`src/rtl/code_check_arbiter.sv`:
```
// code_check_arbiter: round-robin 2-requester arbiter that buffers 8 bytes and streams them to a shared sequence checker
module code_check_arbiter #(
   parameter int LOCKOUT      = 16,
   parameter int LOAD_TIMEOUT = 64
) (
   input  logic        clk,
   input  logic        clr,
   input  logic [1:0]  req_valid,
   input  logic [15:0] req_data,
   output logic [1:0]  req_ready,
   output logic [1:0]  res_valid,
   output logic        res_pass,
   output logic        chk_clr,
   output logic [7:0]  chk_d,
   input  logic [8:0]  chk_q,
   output logic        busy,
   output logic [1:0]  locked
);
   localparam int LW = $clog2(LOCKOUT + 1);
   localparam int TW = $clog2(LOAD_TIMEOUT + 1);
   typedef enum logic [2:0] {IDLE, LOAD, CLEAR, STREAM, WAIT, RESULT} state_t;
   state_t          r_state;
   logic            r_g, r_ptr, r_skip, r_pass, r_chk_clr;
   logic [3:0]      r_cnt;
   logic [TW-1:0]   r_to;
   logic [7:0]      r_buf [8];
   logic [7:0]      r_chk_d;
   logic [LW-1:0]   r_lock [2];
   logic [1:0]      r_ready, r_res_valid;
   logic [1:0]      w_elig;
   logic            w_gnt, w_acc;
   logic [7:0]      w_byte;
   logic            w_unused;
   assign w_elig    = req_valid & ~locked;
   assign w_gnt     = &w_elig ? ~r_ptr : w_elig[1];
   assign w_acc     = |(req_valid & r_ready);
   assign w_byte    = r_g ? req_data[15:8] : req_data[7:0];
   assign w_unused  = ^chk_q[7:0];
   assign req_ready = r_ready;
   assign res_valid = r_res_valid;
   assign res_pass  = r_pass;
   assign chk_clr   = r_chk_clr;
   assign chk_d     = r_chk_d;
   assign busy      = r_state != IDLE;
   assign locked    = {|r_lock[1], |r_lock[0]};
   always_ff @(posedge clk) begin
      if (clr) begin
         r_state     <= IDLE;
         r_g         <= 1'b0;
         r_ptr       <= 1'b1;
         r_skip      <= 1'b0;
         r_pass      <= 1'b0;
         r_chk_clr   <= 1'b1;
         r_chk_d     <= '0;
         r_cnt       <= '0;
         r_to        <= '0;
         r_ready     <= '0;
         r_res_valid <= '0;
         for (int i = 0; i < 2; i++) r_lock[i] <= '0;
         for (int i = 0; i < 8; i++) r_buf[i] <= '0;
      end else begin
         for (int i = 0; i < 2; i++) if (r_lock[i] != '0) r_lock[i] <= r_lock[i] - LW'(1);
         case (r_state)
            IDLE: if (|w_elig) begin
               r_g     <= w_gnt;
               r_ptr   <= w_gnt;
               r_cnt   <= '0;
               r_to    <= '0;
               r_ready <= {w_gnt, ~w_gnt};
               r_state <= LOAD;
            end
            LOAD: if (w_acc) begin
               r_buf[r_cnt[2:0]] <= w_byte;
               r_cnt <= r_cnt + 4'd1;
               r_to  <= '0;
               if (r_cnt == 4'd7) begin
                  r_ready <= '0;
                  r_state <= CLEAR;
               end
            end else if (r_to == TW'(LOAD_TIMEOUT - 1)) begin
               // abandoned load reports a failure but must not lock the requester out
               r_ready     <= '0;
               r_res_valid <= {r_g, ~r_g};
               r_pass      <= 1'b0;
               r_skip      <= 1'b1;
               r_chk_clr   <= 1'b0;
               r_state     <= RESULT;
            end else begin
               r_to <= r_to + TW'(1);
            end
            CLEAR: begin
               r_chk_clr <= 1'b0;
               r_chk_d   <= r_buf[0];
               r_cnt     <= 4'd1;
               r_state   <= STREAM;
            end
            STREAM: if (r_cnt == 4'd8) begin
               r_chk_d <= '0;
               r_state <= WAIT;
            end else begin
               r_chk_d <= r_buf[r_cnt[2:0]];
               r_cnt   <= r_cnt + 4'd1;
            end
            WAIT: begin
               // full-match flag is valid only in the cycle after the last byte
               r_res_valid <= {r_g, ~r_g};
               r_pass      <= chk_q[8];
               r_skip      <= 1'b0;
               r_state     <= RESULT;
            end
            RESULT: begin
               r_res_valid <= '0;
               r_pass      <= 1'b0;
               r_chk_clr   <= 1'b1;
               r_state     <= IDLE;
               if (!r_pass && !r_skip) r_lock[r_g] <= LW'(LOCKOUT);
            end
            default: r_state <= IDLE;
         endcase
      end
   end
endmodule

```
`config.mk`:
```
export PLATFORM = sky130hd
export DESIGN_NAME = code_check_arbiter
export DESIGN_NICKNAME = d
export VERILOG_FILES = /design/src/rtl/code_check_arbiter.sv
export SDC_FILE = /design/constraint.sdc
export NUM_CORES = 1
export LEC_CHECK = 0
export CAP_MARGIN = 25
export CORE_ASPECT_RATIO = 0.8
export CORE_MARGIN = 2
export CORE_UTILIZATION = 55
export DETAILED_ROUTE_END_ITERATION = 12
export GPL_TIMING_DRIVEN = 0
export PLACE_DENSITY = 0.78
export RECOVER_POWER = 25
export SYNTH_ARGS = -nofsm -noshare
export SYNTH_HDL_FRONTEND = slang
export SYNTH_SLANG_ARGS = --single-unit
```
`constraint.sdc`:
```
create_clock -name clk -period 3.9 [get_ports clk]
set_input_delay 0.78 -clock clk [delete_from_list [all_inputs] [get_ports clk]]
set_output_delay 0.78 -clock clk [all_outputs]
set_load 0.05 [all_outputs]
```
==> impl_metrics.py, run 1 <==
metrics = {
    "worst_setup_path": {
        "crit_required_ns": 3.12,
        "cp_data_arrival_time_ns": 2.45,
        "cpMostUsedCell": "inv_1",
        "r2r_cells": 6,
        "crit_chain": "inv_1 -> ha_1 -> nor4b_4 -> inv_1 -> clkdlybuf4s50_1",
        "critPathSlowestCell": "clkdlybuf4s50_1",
        "crit_type": "register to primary output",
        "endpoint_kind": "primary output",
        "critPathMaxFanout": 7,
        "rrSetupSlack_ns": 1.14,
        "crit_family": "buffers and inverters",
        "slowest_delay_ns": 0.75,
        "worstReg2RegStart": "r_lock[1][0]",
        "critPathBufInv": 3,
        "cp-start-kind": "register",
    },
    "yosys": {
        "synth_fp_nets": 483,
        "ys_seq_area_frac": 0.557,
        "synth-seq-cells": 108,
        "avgSynthCellArea_sq_um": 11.2,
        "netlist.area_leader.share": 0.382,
        "syn-instance-count": 449,
        "postSynth.asyncResetShare": 0,
        "synth_edf_count": 64,
        "ys.flop_type": "edfxtp_1",
        "ys_types": 54,
        "synth_area_leaders": "edfxtp_1 (38%), dfxtp_1 (18%), mux4_2 (7.2%)",
        "synth_area_leader_cell": "edfxtp_1",
        "ys_warn_count": 0,
        "synth_area_sq_um": 5030,
    },
    "min_path": {
        "whs_endpoint": "r_to[6]",
        "hold_class": "register to register",
        "holdPathStages": 2,
        "holdCritStartpoint": "r_to[6]",
    },
    "layout": {
        "stdcell_area_sq_um": 5790,
        "final_nets": 531,
        "n_antenna_cell": 0,
        "layout-drive-gt1-share": 0.0797,
        "areaGrowthSynthToFinish_pct": 15.2,
    },
    "power": {
        "vdd_drop_max_v": 0.000377,
        "p_leak_nw": 2.04,
        "power.density_nw_per_um2": 609,
        "design_power_total_mw": 3.53,
    },
    "route": {
        "wl_per_cell_um": 19.0,
        "route.detailed.drc": 0,
        "drt_iter0_markers": 472,
        "firstDrtPassIters": 5,
        "vias_per_cell": 6.28,
        "ant_nets": 0,
        "vias": 3876,
        "routed_wl_um": 11700,
    },
    "global_routing": {
        "grt_pass1_vias": 3628,
        "grt_overflow": 0,
        "grt_first_pass_wirelength_um": 18700,
        "antenna_found_initial": 0,
        "grt_start_max_net_pins": 19,
        "grt_use_total": 0.245,
    },
    "place": {
        "place_congestion": 0.876,
        "dp.final_hpwl_um": 8340,
        "io_buffers": 37,
        "placed_area_sq_um": 5550,
    },
    "sta": {
        "maxSlewHeadroom": 0.211,
        "hold_ws_ns": 0.459,
        "clock.fmax_mhz": 309,
        "finalHoldViolations": 0,
        "setup_viol": 0,
        "fin_worst_skew_ns": 0.00770,
        "period_share": 0.829,
        "final.setup.tns_ns": 0,
        "final.min_clock_period_ns": 3.23,
        "final_max_slew_viol_count": 0,
        "grt_setup_unrepaired": "no",
        "max_slew.worst_pin.slew_ns": 1.17,
    },
    "clock_tree": {
        "cts_buffers": 9,
        "htree_levels": 3,
        "cts_tree": "done",
        "clk_pin_slew_worst_paths_ns": 0.07,
        "clock_path_buffers": 2,
        "insertion_delay_ns": 0.34,
        "post_cts_buffers": 0,
        "post_cts_resized": 0,
        "cts_root_buffer": "clkbuf_16",
        "cts_hold_buf": 0,
        "cts_sinks": 108,
    },
    "die": {
        "core_sq_um": 8960,
        "die_y_um": 89.5,
        "initial_core_util": 0.562,
        "io_pins": 46,
        "dieArea_sq_um": 9930,
        "rows": 31,
        "die_x_um": 111,
    },
    "job": {
        "maxCapViolCount": 0,
    },
    "status": {
        "run_status": "finished, final reports clean",
    },
}
==> routing by layer <==
metal  share of wire  vias to the layer above  wire (um)  track usage
li1                -                     1764          -            -
met1            0.42                     1887       4930        0.336
met2            0.48                      200       5690        0.399
met3           0.077                       25        906       0.0461
met4           0.019                        0        222       0.0898
met5               0                        -          0            0
==> synth_stat cells, drive strengths merged, types with 3 or more instances <==
cell type	n
a21oi	21
a22oi	4
a311oi	3
and3	4
buf	8
clkbuf	16
dfxtp	44
edfxtp	64
ha	5
inv	18
mux2i	20
mux4	16
nand2	24
nand2b	5
nand3	16
nand3b	5
nand4	3
nor2	90
nor3	7
nor3b	9
nor4	10
o21ai	14
o22ai	10
==> power breakdown <==
part           internal, mW  switching, mW
Sequential             1.32         0.0848
Clock                 0.438          0.418
Combinational         0.472          0.792
Total                  2.23           1.29
==> logic make-up after synthesis <==
group                    Yosys count  synth area share
AND/OR/NAND/NOR                  183             0.182
flip-flops                       108             0.557
AO/OA/AOI/OAI                     73             0.101
buffers and inverters             42            0.0323
multiplexers                      36             0.111
adder cells (fa/ha/maj)            5            0.0124
XOR/XNOR                           2           0.00348
==> layout by cell type (no fill, tap or decap), types with 3 or more instances in the layout <==
cell type / count
ha_1: 5
a311oi_1: 3
clkbuf_1: 17
clkbuf_16: 9
mux2i_1: 20
mux4_2: 16
nor3b_1: 9
nor4_1: 10
dlygate4sd3_1: 16
nand2_1: 24
o21ai_0: 14
inv_1: 18
nand3b_1: 5
and3_1: 4
nand3_1: 16
edfxtp_1: 64
buf_2: 4
dfxtp_1: 44
nand4_1: 3
a21oi_1: 21
nor2_1: 90
buf_1: 3
o22ai_1: 10
a22oi_1: 4
clkdlybuf4s50_1: 21
nand2b_1: 5
nor3_1: 6
==> worst max path at each step <==
stage	startpoint	endpoint	slack (ns)	cells past startpoint
after floorplan	req_ready[0]	r_buf[6][0]	1.83	4
after global placement	req_valid[0]	r_buf[5][1]	0.74	5
after detailed placement	req_valid[0]	r_buf[5][1]	0.65	5
after CTS	r_lock[1][0]	locked[1]	0.68	5
after global routing	r_lock[1][0]	locked[1]	0.53	5
final	r_lock[1][0]	locked[1]	0.67	5
==> area by class of cell <==
| type | count | area [sq um] |
|---|---|---|
| Fill cell | 701 | 3170 |
| Clock inverter | 7 | 50.0 |
| Sequential cell | 108 | 2800 |
| Buffer | 24 | 95.1 |
| Clock buffer | 9 | 225 |
| Timing Repair Buffer | 37 | 370 |
| Inverter | 18 | 67.6 |
| Multi-Input combinational cell | 299 | 2040 |
| Tap cell | 115 | 144 |
==> worst register-to-register path: stages (launching register included) <==
cell and delay (ns):
dfxtp_1 0.33, inv_1 0.08, ha_1 0.22, nor4b_4 0.53
a221oi_4 0.19, nor4_1 1.01, a311oi_1 0.24
==> flip-flops by register name (all words and copies together) (netlist names), named ones only <==
register / flops
chk_clr: 1
chk_d: 8
r_buf: 64
r_cnt: 4
r_g: 1
r_lock: 10
r_ptr: 1
r_skip: 1
r_state: 3
r_to: 7
req_ready: 2
res_pass: 1
res_valid: 2
==> metrics by stage <==
step	std cells	utilization	setup WS [ns]
after CTS	617	0.650	0.676
after floorplan	449	-	1.83
after detailed placement	601	0.619	0.649
after global routing	617	0.647	0.534
final	617	0.647	0.667
after global placement	601	0.619	0.743
Note: power is estimated with default switching activity, not from simulation.
==> run 2, diff against run 1 <==
==> constraint.sdc (replaced) <==
create_clock -name clk -period 3.35 [get_ports clk]
set_input_delay 0.67 -clock clk [delete_from_list [all_inputs] [get_ports clk]]
set_output_delay 0.67 -clock clk [all_outputs]
set_load 0.05 [all_outputs]
==> run 2 against run 1 <==
  * Setup slack worse by 0.44 ns
  * Via count down 1.3%
  * Critical path type is now input pin to register
  * Worst hold slack worse by 0.0021 ns
  * Largest cell class unchanged
  * Non-clock buffer count unchanged
  * Global-route usage unchanged
  * First-iteration DRC count down 10%
  * Design area down 0.39%
  * Utilization down 0.25 points
==> impl_metrics.py, run 2 (synthesized netlist as in run 1, its figures left out) <==
metrics = {
    "route": {
        "vias": 3827,
        "ant_nets": 0,
        "route.detailed.drc": 0,
        "wl_per_cell_um": 19.0,
        "firstDrtPassIters": 5,
        "routed_wl_um": 11800,
        "vias_per_cell": 6.20,
        "drt_iter0_markers": 424,
    },
    "sta": {
        "setup_viol": 0,
        "maxSlewHeadroom": 0.210,
        "finalHoldViolations": 0,
        "final.min_clock_period_ns": 3.12,
        "final.setup.tns_ns": 0,
        "hold_ws_ns": 0.457,
        "fin_worst_skew_ns": 0.00955,
        "period_share": 0.933,
        "grt_setup_unrepaired": "no",
        "clock.fmax_mhz": 320,
        "max_slew.worst_pin.slew_ns": 1.17,
        "final_max_slew_viol_count": 0,
    },
    "layout": {
        "areaGrowthSynthToFinish_pct": 14.7,
        "n_antenna_cell": 0,
        "layout_commonest_cell": "nor2_1",
        "final_cell_mix": "nor2_1 (90), edfxtp_1 (64), dfxtp_1 (44), nand2_1 (24)",
        "fin_cells": 617,
        "largest_reg_flops": 64,
        "layout-drive-gt1-share": 0.0757,
        "final_nets": 531,
        "largest-register": "r_buf",
        "fill_cells": 705,
    },
    "die": {
        "dieArea_sq_um": 9930,
        "die_x_um": 111,
        "die_y_um": 89.5,
        "initial_core_util": 0.562,
        "core_sq_um": 8960,
        "rows": 31,
        "io_pins": 46,
    },
    "clock_tree": {
        "clock_path_buffers": 2,
        "cts_buffers": 9,
        "cts_sinks": 108,
        "clk_pin_slew_worst_paths_ns": 0.07,
        "post_cts_buffers": 0,
        "cts_tree": "done",
        "cts_root_buffer": "clkbuf_16",
        "htree_levels": 3,
        "insertion_delay_ns": 0.35,
        "post_cts_resized": 0,
        "cts_hold_buf": 0,
    },
    "worst_setup_path": {
        "crit_type": "input pin to register",
        "cp_data_arrival_time_ns": 3.12,
        "endpoint_kind": "register",
        "cp-start-kind": "input pin",
        "crit_required_ns": 3.35,
        "critPathMaxFanout": 9,
        "rrSetupSlack_ns": 0.52,
        "r2r_cells": 6,
        "worstReg2RegStart": "r_lock[1][0]",
    },
    "power": {
        "p_leak_nw": 2.04,
        "power.density_nw_per_um2": 707,
        "vdd_drop_max_v": 0.000438,
    },
    "place": {
        "dp.final_hpwl_um": 8340,
        "dp_cells": 601,
        "place_congestion": 0.876,
        "io_buffers": 37,
    },
    "status": {
        "run_status": "finished, final reports clean",
    },
    "job": {
        "maxCapViolCount": 0,
    },
    "global_routing": {
        "grt_use_total": 0.245,
        "grt_start_max_net_pins": 19,
        "grt_overflow": 0,
        "grt_first_pass_wirelength_um": 18700,
        "antenna_found_initial": 0,
        "grt_pass1_vias": 3628,
    },
    "min_path": {
        "holdPathStages": 2,
        "hold_class": "register to register",
        "holdCritStartpoint": "r_to[6]",
        "whs_endpoint": "r_to[6]",
    },
}
## run 2: cell count changes in the layout (fill, tap and decap cells not counted)
cell | before | now
nor3_1 | 6 | 7
a221oi_4 | 1 | 0
a221oi_1 | 1 | 2
nor3_2 | 1 | 0
## run 2: worst max-delay path by stage
stage / slack (ns) / startpoint / end / cells after the start
3_5_place_dp: 0.21 / req_valid[0] / r_buf[5][1] / 5
2_1_floorplan: 1.28 / req_ready[0] / r_buf[6][0] / 4
6_report: 0.23 / req_valid[0] / r_buf[4][6] / 5
3_3_place_gp: 0.30 / req_valid[0] / r_buf[5][1] / 5
5_1_grt: 0.06 / req_valid[0] / r_buf[4][2] / 5
4_1_cts: 0.24 / r_lock[1][0] / locked[1] / 5
## run 2: power breakdown
group          internal [mW]  switching (mW)  total, mW
clock                  0.511           0.494       1.00
sequential              1.54          0.0989       1.64
combinational          0.536           0.901       1.44
## run 2: critical path, stage by stage
cell and delay (ns):
dlygate4sd3_1 0.65, a22oi_1 0.28, nor3_1 0.49, nand3_1 0.50
nand2_1 0.52
## run 2: cell type report
type,instances,area (sq um),share of cell area
Buffer,24,95.1,0.0165
Clock buffer,9,225,0.0390
Clock inverter,7,50.0,0.00867
Inverter,18,67.6,0.0117
Multi-Input combinational cell,299,2020,0.349
Sequential cell,108,2800,0.486
Tap cell,115,144,0.0249
Timing Repair Buffer,37,370,0.0642
## run 2: metal layers
| layer | up-vias | routed length (um) | track usage | part of all wire |
|---|---|---|---|---|
| met5 | - | 0 | 0 | 0 |
| met4 | 0 | 231 | 0.0898 | 0.020 |
| met3 | 26 | 912 | 0.0461 | 0.078 |
| met2 | 172 | 5660 | 0.399 | 0.48 |
| met1 | 1868 | 4950 | 0.336 | 0.42 |
| li1 | 1761 | - | - | - |
## run 2: metrics by stage
| stage | cell area (sq um) | utilization | power (mW) | setup WS [ns] |
|---|---|---|---|---|
| after floorplan | 5030 | - | 2.77 | 1.28 |
| final | 5770 | 0.644 | 4.08 | 0.226 |
| after CTS | 5820 | 0.650 | 4.14 | 0.236 |
| after detailed placement | 5550 | 0.619 | 3.16 | 0.209 |
| after global routing | 5770 | 0.644 | 4.27 | 0.0588 |
| after global placement | 5550 | 0.619 | 3.11 | 0.303 |
